==> src/rtl/rf_arb_pkg.sv <==
// ---------------------------------------------------------------------------
// rf_arb_pkg
// Shared types and constants for the register-file writeback arbiter.
//   XLEN       data width of a writeback
//   NREG       number of architectural registers
//   REG_IDX_W  register index width
//   wb_src_e   which writeback source won arbitration this cycle
//   wb_req_t   one writeback request (valid, destination, data)
// ---------------------------------------------------------------------------
package rf_arb_pkg;

  localparam int XLEN      = 32;
  localparam int NREG      = 32;
  localparam int REG_IDX_W = 5;

  typedef enum logic [1:0] {
    WB_NONE = 2'd0,
    WB_ALU  = 2'd1,
    WB_MEM  = 2'd2
  } wb_src_e;

  typedef struct packed {
    logic                 valid;
    logic [REG_IDX_W-1:0] rd;
    logic [XLEN-1:0]      data;
  } wb_req_t;

endpackage

==> src/rtl/rf_scoreboard.sv <==
// ---------------------------------------------------------------------------
// rf_scoreboard
// One busy bit per architectural register. A bit is set when an instruction
// that writes the register issues and is cleared when the register file
// captures the write. Register 0 is never busy.
// Ports:
//   clk, reset          clock, synchronous active-high reset
//   set_en, set_idx     mark a destination busy at this edge
//   clr_en, clr_idx     mark a destination free at this edge
//   rs1, rs2, rd, wen   operands of the instruction in decode
//   issue_ready         no RAW on rs1/rs2 and no WAW on rd
//   busy_mask           current busy vector
// ---------------------------------------------------------------------------
module rf_scoreboard
  import rf_arb_pkg::*;
#(
  parameter int NREG_P = rf_arb_pkg::NREG
) (
  input  logic                 clk,
  input  logic                 reset,
  input  logic                 set_en,
  input  logic [REG_IDX_W-1:0] set_idx,
  input  logic                 clr_en,
  input  logic [REG_IDX_W-1:0] clr_idx,
  input  logic [REG_IDX_W-1:0] rs1,
  input  logic [REG_IDX_W-1:0] rs2,
  input  logic [REG_IDX_W-1:0] rd,
  input  logic                 wen,
  output logic                 issue_ready,
  output logic [NREG_P-1:0]    busy_mask
);

  logic [NREG_P-1:0] busy_q;
  logic [NREG_P-1:0] busy_d;

  // Next busy vector: clear first so a coincident set on the same index wins.
  always_comb begin
    busy_d = busy_q;
    if (clr_en) begin
      busy_d[clr_idx] = 1'b0;
    end else begin
      busy_d = busy_q;
    end
    if (set_en) begin
      busy_d[set_idx] = 1'b1;
    end else begin
      busy_d[0] = busy_d[0];
    end
    busy_d[0] = 1'b0;
  end

  // Busy vector register.
  always_ff @(posedge clk) begin
    if (reset) begin
      busy_q <= {NREG_P{1'b0}};
    end else begin
      busy_q <= busy_d;
    end
  end

  assign issue_ready = !busy_q[rs1] && !busy_q[rs2] && !(wen && busy_q[rd]);
  assign busy_mask   = busy_q;

endmodule

==> src/rtl/rf_wb_arbiter.sv <==
// ---------------------------------------------------------------------------
// rf_wb_arbiter
// Merges the ALU and load writeback streams onto the register file's single
// registered write port and stalls decode on RAW/WAW hazards.
// Build option:
//   RF_WB_ARB_RR_EN  defined   -> round-robin between ALU and mem on conflict
//                    undefined -> fixed priority, mem over ALU
// Ports:
//   clk, reset                        clock, synchronous active-high reset
//   issue_valid/wen/rd/rs1/rs2        decode-stage instruction
//   issue_ready                       combinational, no hazard
//   alu_wb_valid/rd/data, alu_wb_ready  ALU writeback handshake
//   mem_wb_valid/rd/data, mem_wb_ready  load writeback handshake
//   RegWrite, Rd, Write_data          registered register-file write port
//   busy_mask                         busy bit per register (bit 0 always 0)
// ---------------------------------------------------------------------------
module rf_wb_arbiter
  import rf_arb_pkg::*;
#(
  parameter int XLEN_P = rf_arb_pkg::XLEN,
  parameter int NREG_P = rf_arb_pkg::NREG
) (
  input  logic                 clk,
  input  logic                 reset,
  input  logic                 issue_valid,
  input  logic                 issue_wen,
  input  logic [REG_IDX_W-1:0] issue_rd,
  input  logic [REG_IDX_W-1:0] issue_rs1,
  input  logic [REG_IDX_W-1:0] issue_rs2,
  output logic                 issue_ready,
  input  logic                 alu_wb_valid,
  input  logic [REG_IDX_W-1:0] alu_wb_rd,
  input  logic [XLEN_P-1:0]    alu_wb_data,
  output logic                 alu_wb_ready,
  input  logic                 mem_wb_valid,
  input  logic [REG_IDX_W-1:0] mem_wb_rd,
  input  logic [XLEN_P-1:0]    mem_wb_data,
  output logic                 mem_wb_ready,
  output logic                 RegWrite,
  output logic [REG_IDX_W-1:0] Rd,
  output logic [XLEN_P-1:0]    Write_data,
  output logic [NREG_P-1:0]    busy_mask
);

  wb_req_t alu_req_s;
  wb_req_t mem_req_s;
  wb_req_t gnt_req_s;
  wb_src_e gnt_src_s;

  logic                 regwrite_q, regwrite_d;
  logic [REG_IDX_W-1:0] rd_q, rd_d;
  logic [XLEN_P-1:0]    wdata_q, wdata_d;
  logic                 issue_ready_s;
  logic                 set_en_s;

  assign alu_req_s = '{valid: alu_wb_valid, rd: alu_wb_rd, data: alu_wb_data};
  assign mem_req_s = '{valid: mem_wb_valid, rd: mem_wb_rd, data: mem_wb_data};

`ifdef RF_WB_ARB_RR_EN
  // Pointer: 0 favours ALU, 1 favours mem on the next conflict.
  logic ptr_q, ptr_d;

  // Pointer register; reset favours the ALU.
  always_ff @(posedge clk) begin
    if (reset) begin
      ptr_q <= 1'b0;
    end else begin
      ptr_q <= ptr_d;
    end
  end
`endif

  // Source selection; only a conflict consults (and flips) the pointer.
  always_comb begin
    gnt_src_s = WB_NONE;
`ifdef RF_WB_ARB_RR_EN
    ptr_d = ptr_q;
`endif
    case ({alu_req_s.valid, mem_req_s.valid})
      2'b10: gnt_src_s = WB_ALU;
      2'b01: gnt_src_s = WB_MEM;
      2'b11: begin
`ifdef RF_WB_ARB_RR_EN
        if (ptr_q == 1'b0) begin
          gnt_src_s = WB_ALU;
        end else begin
          gnt_src_s = WB_MEM;
        end
        ptr_d = ~ptr_q;
`else
        gnt_src_s = WB_MEM;
`endif
      end
      default: gnt_src_s = WB_NONE;
    endcase
  end

  // Granted request and next output-register contents; no grant holds Rd/data.
  always_comb begin
    gnt_req_s = '{valid: 1'b0, rd: rd_q, data: wdata_q};
    case (gnt_src_s)
      WB_ALU:  gnt_req_s = alu_req_s;
      WB_MEM:  gnt_req_s = mem_req_s;
      default: gnt_req_s = '{valid: 1'b0, rd: rd_q, data: wdata_q};
    endcase
    regwrite_d = gnt_req_s.valid && (gnt_req_s.rd != {REG_IDX_W{1'b0}});
    rd_d       = gnt_req_s.rd;
    wdata_d    = gnt_req_s.data;
  end

  // Register-file write port register.
  always_ff @(posedge clk) begin
    if (reset) begin
      regwrite_q <= 1'b0;
      rd_q       <= {REG_IDX_W{1'b0}};
      wdata_q    <= {XLEN_P{1'b0}};
    end else begin
      regwrite_q <= regwrite_d;
      rd_q       <= rd_d;
      wdata_q    <= wdata_d;
    end
  end

  assign alu_wb_ready = (gnt_src_s == WB_ALU);
  assign mem_wb_ready = (gnt_src_s == WB_MEM);
  assign RegWrite     = regwrite_q;
  assign Rd           = rd_q;
  assign Write_data   = wdata_q;

  assign set_en_s = issue_valid && issue_ready_s && issue_wen &&
                    (issue_rd != {REG_IDX_W{1'b0}});

  // The busy bit clears on the edge where the register file captures the write.
  rf_scoreboard #(
    .NREG_P(NREG_P)
  ) u_scoreboard (
    .clk        (clk),
    .reset      (reset),
    .set_en     (set_en_s),
    .set_idx    (issue_rd),
    .clr_en     (regwrite_q),
    .clr_idx    (rd_q),
    .rs1        (issue_rs1),
    .rs2        (issue_rs2),
    .rd         (issue_rd),
    .wen        (issue_wen),
    .issue_ready(issue_ready_s),
    .busy_mask  (busy_mask)
  );

  assign issue_ready = issue_ready_s;

endmodule
==> config.mk <==
export PLATFORM = sky130hd
export DESIGN_NAME = rf_wb_arbiter
export DESIGN_NICKNAME = d
export VERILOG_FILES = /design/src/rtl/rf_arb_pkg.sv /design/src/rtl/rf_scoreboard.sv /design/src/rtl/rf_wb_arbiter.sv
export SDC_FILE = /design/constraint.sdc
export NUM_CORES = 1
export LEC_CHECK = 0
export BUFFER_PORTS_ARGS = -buffer_cell sky130_fd_sc_hd__buf_2
export CAP_MARGIN = 30
export CORE_AREA = 2 2 98 100
export CTS_CLUSTER_SIZE = 14
export DETAILED_ROUTE_END_ITERATION = 8
export DIE_AREA = 0 0 100 102
export PLACE_DENSITY = 0.85
export SLEW_MARGIN = 15
export SYNTH_ARGS = -nofsm -noshare
export SYNTH_HDL_FRONTEND = slang
export SYNTH_HIERARCHICAL = 1
export SYNTH_SLANG_ARGS = --single-unit
==> constraint.sdc <==
create_clock -name clk -period 3.05 [get_ports clk]
set_input_delay 0.61 -clock clk [delete_from_list [all_inputs] [get_ports clk]]
set_output_delay 0.61 -clock clk [all_outputs]
set_load 0.005 [all_outputs]
Word-level counts from Yosys, hierarchy flattened
Index checks and enable logic that the tools add are counted.
{"block": "classes", "n_addsub": 0, "n_mul": 0, "div_mod_pow": 0, "n_lt_le_gt_ge": 6, "n_eq_ne": 5, "shift": 0, "mux": 14, "bitwise": 3, "reduce_logical": 16}
{"cell": "$pmux 38 s2", "count": 1}
{"cell": "$and 32x32->32", "count": 1}
{"cell": "$mux 32", "count": 1}
{"cell": "$not 32->32", "count": 1}
{"cell": "$or 32x32->32", "count": 1}
{"cell": "$mux 31", "count": 1}
{"cell": "$lt 5x6->1 const B", "count": 4}
{"cell": "$bmux 1 s5", "count": 3}
{"cell": "$demux 1 s5", "count": 2}
{"cell": "$ge 5x1->1 const B", "count": 2}
{"cell": "$reduce_bool 5->1", "count": 2}
{"cell": "$logic_and 1x1->1", "count": 9}
{"cell": "$eq 2x2->1 const B", "count": 3}
{"cell": "$mux 1", "count": 5}
{"cell": "$eq 2x1->1 const B", "count": 2}
{"cell": "$pmux 2 s2", "count": 1}
{"cell": "$logic_not 1->1", "count": 3}
{"cell": "$reduce_bool 2->1", "count": 1}
{"cell": "$reduce_or 2->1", "count": 1}
{"block": "word_totals", "regBits": 70, "latchBits": 0, "ram_bits": 0, "romBits": 0, "in_bits": 95, "wordCells": 49, "n_memories": 0}

Depth between registers and ports, before layout
Gate-level depths: netlist of run 1.
{"block": "depth", "ltp_word": 9, "depth_mapped": 13}

Cells and area by module
Netlist of run 1, hierarchy kept.
{"mod": "rf_scoreboard", "instances": 1, "cells_each": 252, "area_per_inst_um2": 2124.5, "seq_area_each_um2": 620.6}
{"mod": "rf_wb_arbiter", "instances": 1, "cells_each": 214, "area_per_inst_um2": 1749.2, "seq_area_each_um2": 760.7}

Least setup slack after synthesis of run 1
No wires, ideal clock.
{"block": "synth_path", "path_type": "input port to flip-flop", "startpoint": "in issue_rd[2]", "endpoint": "reg u_scoreboard.busy_q[4], in the netlist u_scoreboard/busy_mask[4]", "setup_ns": 0.070, "arrival_time_ns": 3.198, "required_ns": 2.980, "setup_slack_ns": -0.218, "cell_stages": 10, "path_cell_list": "clkbuf_1 mux4_2 a2111oi_0 nor4bb_1 nor4_2 nand3_1 a21oi_1 nor3b_1 nand2_1 a21oi_1"}
{"block": "synth_via", "elab_chain_len": 9}
{"element": "start, declared", "line": "rf_wb_arbiter.sv:27", "text": "input logic [REG_IDX_W-1:0] issue_rd,"}
{"element": "$bmux 1 s5", "line": "rf_scoreboard.sv:61", "text": "assign issue_ready = !busy_q[rs1] && !busy_q[rs2] && !(wen && busy_q[rd]);"}
{"element": "$mux 1 (implied by the code)", "line": "rf_scoreboard.sv:61"}
{"element": "$logic_and 1x1->1", "line": "rf_scoreboard.sv:61"}
{"element": "$logic_not 1->1", "line": "rf_scoreboard.sv:61"}
{"element": "$logic_and 1x1->1", "line": "rf_scoreboard.sv:61"}
{"element": "net issue_ready", "line": "rf_wb_arbiter.sv:30", "text": "output logic issue_ready,"}
{"element": "$logic_and 1x1->1 (3 in a row)", "line": "rf_wb_arbiter.sv:130", "text": "assign set_en_s = issue_valid && issue_ready_s && issue_wen &&"}
{"element": "net set_en_s", "line": "rf_wb_arbiter.sv:54", "text": "logic set_en_s;"}
{"element": "$mux 31", "line": "rf_scoreboard.sv:44", "text": "if (set_en) begin"}
{"element": "end signal, assigned", "line": "rf_scoreboard.sv:55", "text": "busy_q <= {NREG_P{1'b0}};"}
{"element": "end signal, assigned", "line": "rf_scoreboard.sv:57", "text": "busy_q <= busy_d;"}
{"element": "end, declared", "line": "rf_scoreboard.sv:33", "text": "logic [NREG_P-1:0] busy_q;"}
The timed path passes the listed nets, and every way through them passes these cells. The select of a mux whose other input is x is not followed.
A chain may end at the register's enable or synchronous reset.

Worst setup path after layout of run 1
{"block": "layout_path", "startpoint": "in issue_rs2[1]", "endpoint": "out issue_ready"}
{"block": "layout_via", "elab_chain_len": 5}
{"element": "start, declared", "line": "rf_wb_arbiter.sv:29", "text": "input logic [REG_IDX_W-1:0] issue_rs2,"}
{"element": "$bmux 1 s5", "line": "rf_scoreboard.sv:61"}
{"element": "$mux 1 (implied by the code)", "line": "rf_scoreboard.sv:61"}
{"element": "$logic_not 1->1", "line": "rf_scoreboard.sv:61"}
{"element": "$logic_and 1x1->1 (2 in a row)", "line": "rf_scoreboard.sv:61"}
{"element": "end, declared", "line": "rf_wb_arbiter.sv:30"}
Every way passes these cells. The select of a mux whose other input is x is not followed.

==> results of run 1 <==
[synth_stat cells (2+ instances only)]
library cell	instances
a2111oi_0	4
o211ai_1	3
nand2_1	42
nand2b_1	4
nand3b_1	5
mux2_2	5
buf_6	2
mux4_2	12
or3b_2	3
a211oi_1	2
nand3_1	6
clkbuf_1	14
and3_1	2
nor2b_1	4
nor3b_1	5
o22ai_1	2
buf_4	5
dfxtp_1	69
nor2_1	85
nor3_1	3
o21ai_0	33
and3b_1	2
a21oi_1	71
buf_2	11
mux2i_1	52
a31oi_1	2
and2_1	2
[metal layers]
layer  up-vias  routed length [um]
met2       254                6440
li1       2034                   -
met3        31                1180
met1      2027                5030
met4         0                 378
met5         -                   0
[critical path, delay by kind of cell]
kind	cells	cell delay, ps
multiplexers	2	620
buffers and inverters	3	350
AND/OR/NAND/NOR	3	760
[flip-flops by register name (all words and copies together), names as in the netlist]
signal / flops
Write_data: 32
u_scoreboard/busy_mask: 31
Rd: 5
RegWrite: 1
[report_power, final]
part | switching [W] | internal (W)
Combinational | 0.000194 | 0.000179
Clock | 0.000373 | 0.000405
Sequential | 0.0000297 | 0.000936
Total | 0.000597 | 0.00152
[worst max-delay path by stage]
| stage | from | slack (ps) | endpoint | cells past startpoint |
|---|---|---|---|---|
| after detailed placement | issue_rs2[1] | -320 | u_scoreboard/busy_mask[16]$_SDFF_PP0_ | 12 |
| final | issue_rs2[1] | 100 | issue_ready | 8 |
| after CTS | issue_rs2[1] | 4 | issue_ready | 8 |
| after floorplan | issue_rs2[0] | 20 | u_scoreboard/busy_mask[4]$_SDFF_PP0_ | 11 |
| after global routing | issue_rs2[1] | 30 | u_scoreboard/busy_mask[16]$_SDFF_PP0_ | 13 |
| after global placement | issue_rs2[1] | -210 | u_scoreboard/busy_mask[4]$_SDFF_PP0_ | 12 |
[through the flow]
stage	setup slack, ps	instance area, sq um	std cells	hold slack [ps]	utilization, %
floorplan	19.7	3890	466	491	-
global placement	-211	4940	742	526	54.2
detailed placement	-319	4940	742	527	54.2
CTS	4.13	5180	760	471	56.9
global route	33.7	5190	760	493	57.0
finish	99.2	5190	760	483	57.0
[repair_timing]
action,CTS,global route
hold buffers,0,0
pin swaps,3,1
resized for setup,7,3
endpoints found under the setup margin,2,16
gates cloned,0,0
hold endpoints to repair,0,0
buffers inserted,2,0
[kinds of logic after synthesis]
family | synth area share (%)
AND/OR/NAND/NOR | 20.3
flip-flops | 35.7
buffers and inverters | 4.42
multiplexers | 22.5
AO/OA/AOI/OAI | 17.0
other | 0.0968
[layout make-up]
| type | count | share of cell area (%) |
|---|---|---|
| repair buffers | 200 | 21.5 |
| clock inverters | 6 | 1.37 |
| clock buffers | 10 | 2.65 |
| multi-input cells | 364 | 45.2 |
| well taps | 111 | 2.67 |
| flip-flops and latches | 69 | 26.6 |
==> metrics, run 1 <==
CTS tree built; leading cell types in the layout, fill and taps excluded buf_2 (164), nor2_1 (84), a21oi_1 (70); Starting Density a little over two fifths; Post-synth ARST share 0%; initial antenna violation count 0; CP max FO 3; port bufs 166; Reg2Reg Setup Slack between 200 and 250 ps; synthesized area per cell 8.31 sq um; M1 GR Usage between 20% and 30%; Power Total 0.00212 W; core area 0.00911 sq mm; number of enable-type register cells in the synthesized netlist 0; die area 0.0102 sq mm; GRT Max-Usage Layer met2; Clock Path Buffers 2; Syn. warnings 6; Clock Sinks a little under 70; Crit Path Category in2out; Post-DP HPWL 9.96 mm; top-area cell type share of the netlist area 35.7%; Mapped Area just under 0.004 sq mm; capture point of the worst reg-to-reg path u_scoreboard/busy_mask[16]$_SDFF_PP0_; Post-Syn Nets ~560; DR vias 4346; Hold Path Stages 3; Ports 168; max_cap viols 0; unrepaired setup endpoints after global routing false; Cell Rows 35; routed wire length 13.0 mm; grt met2 use between 40% and 50%; crit-path max cell delay 540 ps; gp weighted congestion 0.976; sequential cell area fraction in the yosys report a little over a third; clock latency at the later pin of the worst-skew pair 350 ps; grt met3 use 5.34%; Fmax achieved about 340 MHz; prevailing post-synth register cell dfxtp_1; # setup viols final 0; Register Area 0.00138 sq mm; global route overflow 0; Worst Tran Pin Value between 500 and 600 ps; drt via density approximately 5.7; Critical R2R Launch u_scoreboard/busy_mask[31]$_SDFF_PP0_; clock buffer count from CTS 9; Yosys cell types 43; Fillers 821; post-route clock period utilization 96.7%; most common cell after layout, fill and taps aside buf_2; CP Cell Sequence buf_8 -> buf_6 -> mux4_2 -> mux2i_1 -> nor3b_1 -> or4_4 -> nor4_4 -> buf_2; gr usage total 24.9%; Critical Path Start Type primary input; Post-Syn Instances about 470; Slowest-stage cell, CP or4_4; hold crit path type in2reg; H-tree depth 3; area leader, netlist dfxtp_1; initial DRC count 305; Hold Startpoint mem_wb_data[24]; footprint of the multi-input gates 0.00235 sq mm; flop and latch count out of synthesis 69; Synth-to-Final Area Change 34.0%; Hold EP Write_data[24]$_SDFFE_PP0N_; largest net degree at the start of global routing 59; Initial DRT Pass Iterations 7; crit end category output pin; post-route minimum period 2950 ps; Power per Cell Area a little over 400 mW/mm^2; Lkg Pwr 2.43 nW; Rel. slew slack between 60% and 70%; Reg2Reg Depth 11; ANT nets after route 0; required time worst endpoint ~2400 ps; status finished clean; clock tree root driver cell clkbuf_8; Final Net Count around 740; ant diodes 0; max-slew violations 0; DRC 0; worst vdd ir 0.246 mV; CP Data Arrival Time 2340 ps; Hold Fails Final Rpt 0; share of layout cells above drive strength 1 37.3%; Die Y just over 100 um; Post-Route Setup TNS 0 ps; vias in the first global route 4139; Final Skew 10.0 ps; Clk pin slew, worst setup/hold paths 80 ps; die extent in x 100 um; first-pass GRT wire length between 20 and 25 mm; Wirelength per Cell 17.1 um; top cells by area, synth dfxtp_1 (36%), mux2i_1 (13%), a21oi_1 (9.2%)
No activity file was read; power rests on OpenSTA's default activity.
==> run 2, diff against run 1 <==
Settings changed: CELL_PAD_IN_SITES_DETAIL_PLACEMENT set to 0, CELL_PAD_IN_SITES_GLOBAL_PLACEMENT set to 1, CORE_AREA 2 2 98 100 to 2 2 115 117, DIE_AREA 0 0 100 102 to 0 0 117 119, PLACE_DENSITY 0.85 to 0.86, SKIP_LAST_GASP set to 1.
==> run 2 against run 1 <==
Via count fell by 0.28%. Sequential share of layout area fell by 1.2 points. Sequential power barely moved. Critical path depth did not move. Cell count rose by 8.3%. Clock power rose by 65%. Routed wire length rose by 3.2%. The run now ends with negative setup slack left. Die area rose by 37%. Critical endpoint unchanged. Maximum frequency fell by 3.5%. Total power rose by 24%. Flip-flop and latch count did not move. Highest routed layer is now met5.
==> metrics, run 2 (same netlist as run 1, synthesis figures left out) <==
DR vias 4334 (was 4346); CTS tree built (unchanged); Power per Cell Area 483 mW/mm^2 (was 408 mW/mm^2); required time worst endpoint 2440 ps (about the same); Fillers 1319 (was 821); clock buffer count from CTS 9 (unchanged); Clock Path Buffers 2 (unchanged); Final Net Count 736 (was 739); # setup viols final 1 (was 0); Final Skew 8.08 ps (was 10.0 ps); clock latency at the later pin of the worst-skew pair 330 ps (was 350 ps); gr usage total 19.2% (was 24.9%); fin area 0.00544 sq mm (was 0.00519 sq mm); Fmax achieved 327 MHz (was 339 MHz); violated checks negative setup slack; Reg2Reg Setup Slack 200 ps (was 220 ps); post-route minimum period 3060 ps (was 2950 ps); clock tree root driver cell clkbuf_16 (was clkbuf_8); Starting Density 30.1% (was 42.5%); Synth-to-Final Area Change 40.3% (was 34.0%); most common cell after layout, fill and taps aside buf_2 (unchanged); initial antenna violation count 1 (was 0); Post-DP HPWL 10.1 mm (was 9.96 mm); CP Data Arrival Time 2450 ps (was 2340 ps); Lkg Pwr 2.50 nW (was 2.43 nW); crit end category output pin (unchanged); Rel. slew slack 52.4% (was 62.5%); initial DRC count 242 (was 305); Reg2Reg Depth 10 (was 11); hold bufs inserted after CTS 0 (unchanged); Clk pin slew, worst setup/hold paths 60 ps (was 80 ps); die area 0.0139 sq mm (was 0.0102 sq mm); first-pass GRT wire length 21.1 mm (was 20.1 mm); hold crit path type in2reg (unchanged); status finished, violations left (was finished clean); CP Cell Sequence buf_8 -> mux4_2 -> nand2b_4 -> and4_1 -> or4_4 -> nor4_4 -> buf_4 -> buf_6 (was buf_8 -> buf_6 -> mux4_2 -> mux2i_1 -> nor3b_1 -> or4_4 -> nor4_4 -> buf_2); CP max FO 3 (unchanged); share of layout cells above drive strength 1 37.2% (was 37.3%); Placed Area 0.00502 sq mm (was 0.00494 sq mm); core area 0.0129 sq mm (was 0.00911 sq mm); Setup Buffers After CTS 0 (was 2); Hold EP Write_data[2]$_SDFFE_PP0N_ (was Write_data[24]$_SDFFE_PP0N_); die extent in x 117 um (was 100 um); routed wire length 13.4 mm (was 13.0 mm); Initial DRT Pass Iterations 5 (was 7); Setup WS post-layout -7.09 ps (was 99.2 ps); Ports 168 (unchanged); Wirelength per Cell 16.3 um (was 17.1 um); DRC 0 (unchanged); port bufs 166 (unchanged); vias in the first global route 4177 (was 4139); gp weighted congestion 0.924 (was 0.976); flip-flop count of the largest register after layout 32 (unchanged); crit-path max cell delay 540 ps (about the same); Critical R2R Launch u_scoreboard/busy_mask[29]$_SDFF_PP0_ (was u_scoreboard/busy_mask[31]$_SDFF_PP0_); worst vdd ir 0.252 mV (was 0.246 mV); Hold Path Stages 3 (unchanged); unrepaired setup endpoints after global routing true (was false); Die Y 119 um (was 102 um); max-slew violations 0 (unchanged); H-tree depth 3 (unchanged); leading cell types in the layout, fill and taps excluded buf_2 (164), nor2_1 (84), a21oi_1 (70) (unchanged); global route overflow 0 (unchanged); Slowest-stage cell, CP or4_4 (unchanged); Critical Path Start Type primary input (unchanged); Power Total 0.00263 W (was 0.00212 W); capture point of the worst reg-to-reg path u_scoreboard/busy_mask[28]$_SDFF_PP0_ (was u_scoreboard/busy_mask[16]$_SDFF_PP0_); post-route clock period utilization 100% (was 96.7%); Hold Startpoint mem_wb_data[2] (was mem_wb_data[24]); drt via density 5.27 (was 5.72); Cell Rows 42 (was 35); largest net degree at the start of global routing 70 (was 59); max_cap viols 0 (unchanged); footprint of the multi-input gates 0.00236 sq mm (was 0.00235 sq mm); Clock Sinks 69 (unchanged); ANT nets after route 0 (unchanged); Worst Tran Pin Value 715 ps (was 562 ps); Hold Fails Final Rpt 0 (unchanged); Register Area 0.00138 sq mm (unchanged); Crit Path Category in2out (unchanged)
-- run 2: cell types whose count changed in the layout (fill, tap and decap cells not counted), moves of 2 or more --
cell / delta
buf_4: -4
clkbuf_16: +9
bufinv_16: +3
clkbuf_8: -10
clkinvlp_4: -2
clkinv_4: -2
-- run 2: worst max-delay path by stage --
stage          cells past startpoint    startpoint                                    end  slack, ps
2_1_floorplan                     11  issue_rs2[0]   u_scoreboard/busy_mask[4]$_SDFF_PP0_         20
3_3_place_gp                      12  issue_rs2[1]   u_scoreboard/busy_mask[4]$_SDFF_PP0_       -240
3_5_place_dp                      11  issue_rs2[1]  u_scoreboard/busy_mask[28]$_SDFF_PP0_       -390
4_1_cts                            8  issue_rs2[1]                            issue_ready        -70
5_1_grt                            8  issue_rs2[1]                            issue_ready        -50
6_report                           8  issue_rs2[1]                            issue_ready         -7
-- run 2: critical path: cells and delay by family --
family        cells  cell delay, ps
mux               1             480
buf+inv           3             320
simple gates      4            1030
-- run 2: layout make-up --
class	count	area share (%)
diodes	1	0.0460
clock buffers	10	4.21
clock inverters	6	2.46
multi-input cells	364	43.4
flip-flops and latches	69	25.4
well taps	176	4.05
repair buffers	197	20.4
-- run 2: through the flow --
stage / worst slack, ps / utilization [%] / std cells / setup TNS (ps) / hold WS, ps
5_1_grt: -53.2 / 42.2 / 822 / -53.4 / 506
4_1_cts: -66.8 / 42.2 / 822 / -66.8 / 492
3_5_place_dp: -387 / 39.0 / 806 / -9710 / 544
3_3_place_gp: -238 / 39.0 / 806 / -5260 / 526
6_report: -7.09 / 42.2 / 823 / -7.09 / 505
2_1_floorplan: 19.7 / - / 466 / 0 / 491
-- run 2: where the power goes --
part	switching, W	internal (W)	total (W)
Clock	0.000396	0.000883	0.00128
Combinational	0.000197	0.000186	0.000383
Sequential	0.0000279	0.000937	0.000965
-- run 2: routing by layer --
metal	share of wire, %	wire, um	vias to the layer above	track usage (%)
met5	0.097	13	-	0
met3	10	1400	24	5.80
met1	41	5540	2027	23.8
met4	2.4	329	2	8.46
met2	46	6160	256	30.5
li1	-	-	2025	-
-- run 2: timing repair --
| action | 4_1_cts | 5_1_grt |
|---|---|---|
| pin swaps | 2 | 3 |
| setup endpoints to repair | 5 | 32 |
| resized for setup | 8 | 4 |
==> run 3, diff against run 2 <==
Settings changed: CORE_AREA 2 2 115 117 to 2 2 103 130, DIE_AREA 0 0 117 119 to 0 0 105 132.
==> run 3 against run 2 <==
The flow now finishes without violations. Non-clock buffer count increased by 9. Total power fell by 7.1%. Combinational power is 3% higher. Register-to-register slack got worse by 50 ps. Worst setup slack better by 12 ps. Sequential share of layout area fell by 0.070 points. Die area is 0.45% lower. Maximum frequency is 0.40% higher. Largest cell class unchanged. Highest routed layer is now met4.
==> metrics, run 3 (same netlist as run 1, synthesis figures left out) <==
status finished clean (was finished, violations left); capture point of the worst reg-to-reg path u_scoreboard/busy_mask[16]$_SDFF_PP0_ (was u_scoreboard/busy_mask[28]$_SDFF_PP0_); Final Core Density 43.4% (was 42.2%); Final Skew 2.22 ps (was 8.08 ps); max_cap viols 0 (unchanged); drt via density 5.30 (was 5.27); DRC 0 (unchanged); CP Data Arrival Time 2430 ps (was 2450 ps); die area 0.0139 sq mm (about the same); Critical Path Start Type primary input (unchanged); Setup WS post-layout 5.14 ps (was -7.09 ps); Fmax achieved 328 MHz (was 327 MHz); global route overflow 0 (unchanged); unrepaired setup endpoints after global routing true (unchanged); Reg2Reg Setup Slack 150 ps (was 200 ps); Hold EP Write_data[8]$_SDFFE_PP0N_ (was Write_data[2]$_SDFFE_PP0N_); gr usage total 19.1% (was 19.2%); initial antenna violation count 0 (was 1); Rel. slew slack 58.4% (was 52.4%); Post-DP HPWL 10.3 mm (was 10.1 mm); fin area 0.00545 sq mm (was 0.00544 sq mm); Synth-to-Final Area Change 40.7% (was 40.3%); Ports 168 (unchanged); Clk pin slew, worst setup/hold paths 50 ps (was 60 ps); Hold Path Stages 3 (unchanged); # setup viols final 0 (was 1); CTS tree built (unchanged); clock latency at the later pin of the worst-skew pair 320 ps (was 330 ps); port bufs 166 (unchanged); Worst Tran Pin Value 608 ps (was 715 ps); Power Total 0.00244 W (was 0.00263 W); first-pass GRT wire length 21.2 mm (was 21.1 mm); largest net degree at the start of global routing 35 (was 70); ANT nets after route 0 (unchanged); Wirelength per Cell 16.5 um (was 16.3 um); Hold Startpoint mem_wb_data[8] (was mem_wb_data[2]); Initial DRT Pass Iterations 5 (unchanged); Cell Rows 46 (was 42); Post-Route Setup TNS 0 ps (was -7.09 ps); Clock Sinks 69 (unchanged); gp weighted congestion 0.931 (was 0.924); Placed Area 0.00505 sq mm (was 0.00502 sq mm); vias in the first global route 4247 (was 4177); Lkg Pwr 2.52 nW (was 2.50 nW); Die Y 132 um (was 119 um); Fillers 1282 (was 1319); routed wire length 13.6 mm (was 13.4 mm); Reg2Reg Depth 12 (was 10); clock buffer count from CTS 9 (unchanged); hold crit path type in2reg (unchanged); initial DRC count 237 (was 242); required time worst endpoint 2440 ps (about the same); most common cell after layout, fill and taps aside buf_2 (unchanged); Starting Density 30.9% (was 30.1%); Power per Cell Area 448 mW/mm^2 (was 483 mW/mm^2); max-slew violations 0 (unchanged); Final Net Count 745 (was 736); DR vias 4359 (was 4334); post-place setup slack -452 ps (was -387 ps); Hold Fails Final Rpt 0 (unchanged); post-route clock period utilization 99.8% (was 100%); Critical R2R Launch u_scoreboard/busy_mask[25]$_SDFF_PP0_ (was u_scoreboard/busy_mask[29]$_SDFF_PP0_); hold bufs inserted after CTS 0 (unchanged); clock tree root driver cell clkbuf_16 (unchanged); post-route minimum period 3040 ps (was 3060 ps); CP max FO 4 (was 3); ant diodes 0 (was 1); flip-flop count of the largest register after layout 32 (unchanged); share of layout cells above drive strength 1 38.3% (was 37.2%); leading cell types in the layout, fill and taps excluded buf_2 (163), nor2_1 (83), dfxtp_1 (69) (was buf_2 (164), nor2_1 (84), a21oi_1 (70)); Crit Path Category in2out (unchanged); die extent in x 105 um (was 117 um); crit end category output pin (unchanged); core area 0.0125 sq mm (was 0.0129 sq mm); H-tree depth 3 (unchanged); Clock Path Buffers 2 (unchanged); worst vdd ir 0.282 mV (was 0.252 mV)
## run 3: changes by cell type in the layout (fill, tap and decap cells not counted), moves of 2 or more
cell,previous run,this run
bufinv_16,4,2
a21oi_2,1,3
a21oi_1,70,68
buf_4,28,37
clkinv_2,1,3
## run 3: how the worst max path moves through the flow
stage,from,end,slack (ps),depth (start not counted)
2_1_floorplan,issue_rs2[0],u_scoreboard/busy_mask[4]$_SDFF_PP0_,20,11
3_3_place_gp,issue_rd[2],u_scoreboard/busy_mask[4]$_SDFF_PP0_,-340,10
3_5_place_dp,issue_rd[2],u_scoreboard/busy_mask[4]$_SDFF_PP0_,-450,10
4_1_cts,issue_rs2[1],issue_ready,-120,9
5_1_grt,issue_rs2[1],issue_ready,-50,9
6_report,issue_rs2[1],issue_ready,5,8
## run 3: critical path: stages
cell and delay (ps):
buf_12 90, mux4_2 470, nand2b_1 150, and4_1 190
or4_4 530, nor4_4 160, buf_4 150, buf_6 80
## run 3: per-stage QoR
| stage | hold WS (ps) | std cells |
|---|---|---|
| after floorplan | 491 | 466 |
| after global placement | 524 | 804 |
| after detailed placement | 539 | 804 |
| after CTS | 495 | 823 |
| after global routing | 513 | 823 |
| final | 512 | 823 |
## run 3: report_power, final
part,total (W),switching [W],internal [W]
clock network,0.00108,0.000367,0.000711
logic,0.000395,0.000201,0.000194
registers,0.000968,0.0000304,0.000937
total,0.00244,0.000599,0.00184
## run 3: what timing repair did
item                                   CTS  global route
setup buffers                            3             0
endpoints found under the hold margin    0             0
pin swaps                                4             5
setup endpoints to repair               30            32
gates cloned                             0             0
resized for setup                       10            12
## run 3: layout make-up
type | instances | area (sq um) | area share, %
clock buffers | 11 | 233 | 4.27
clock inverters | 5 | 75.1 | 1.38
flip-flops and latches | 69 | 1380 | 25.3
repair buffers | 206 | 1180 | 21.7
well taps | 168 | 210 | 3.86
multi-input cells | 364 | 2370 | 43.5
## run 3: layer usage
metal / vias up / track usage [%] / wire length (um)
met4: 0 / 9.11 / 401
met3: 32 / 5.64 / 1360
met1: 2028 / 21.5 / 5260
met5: - / 0 / 0
li1: 2035 / - / -
met2: 264 / 32.9 / 6530
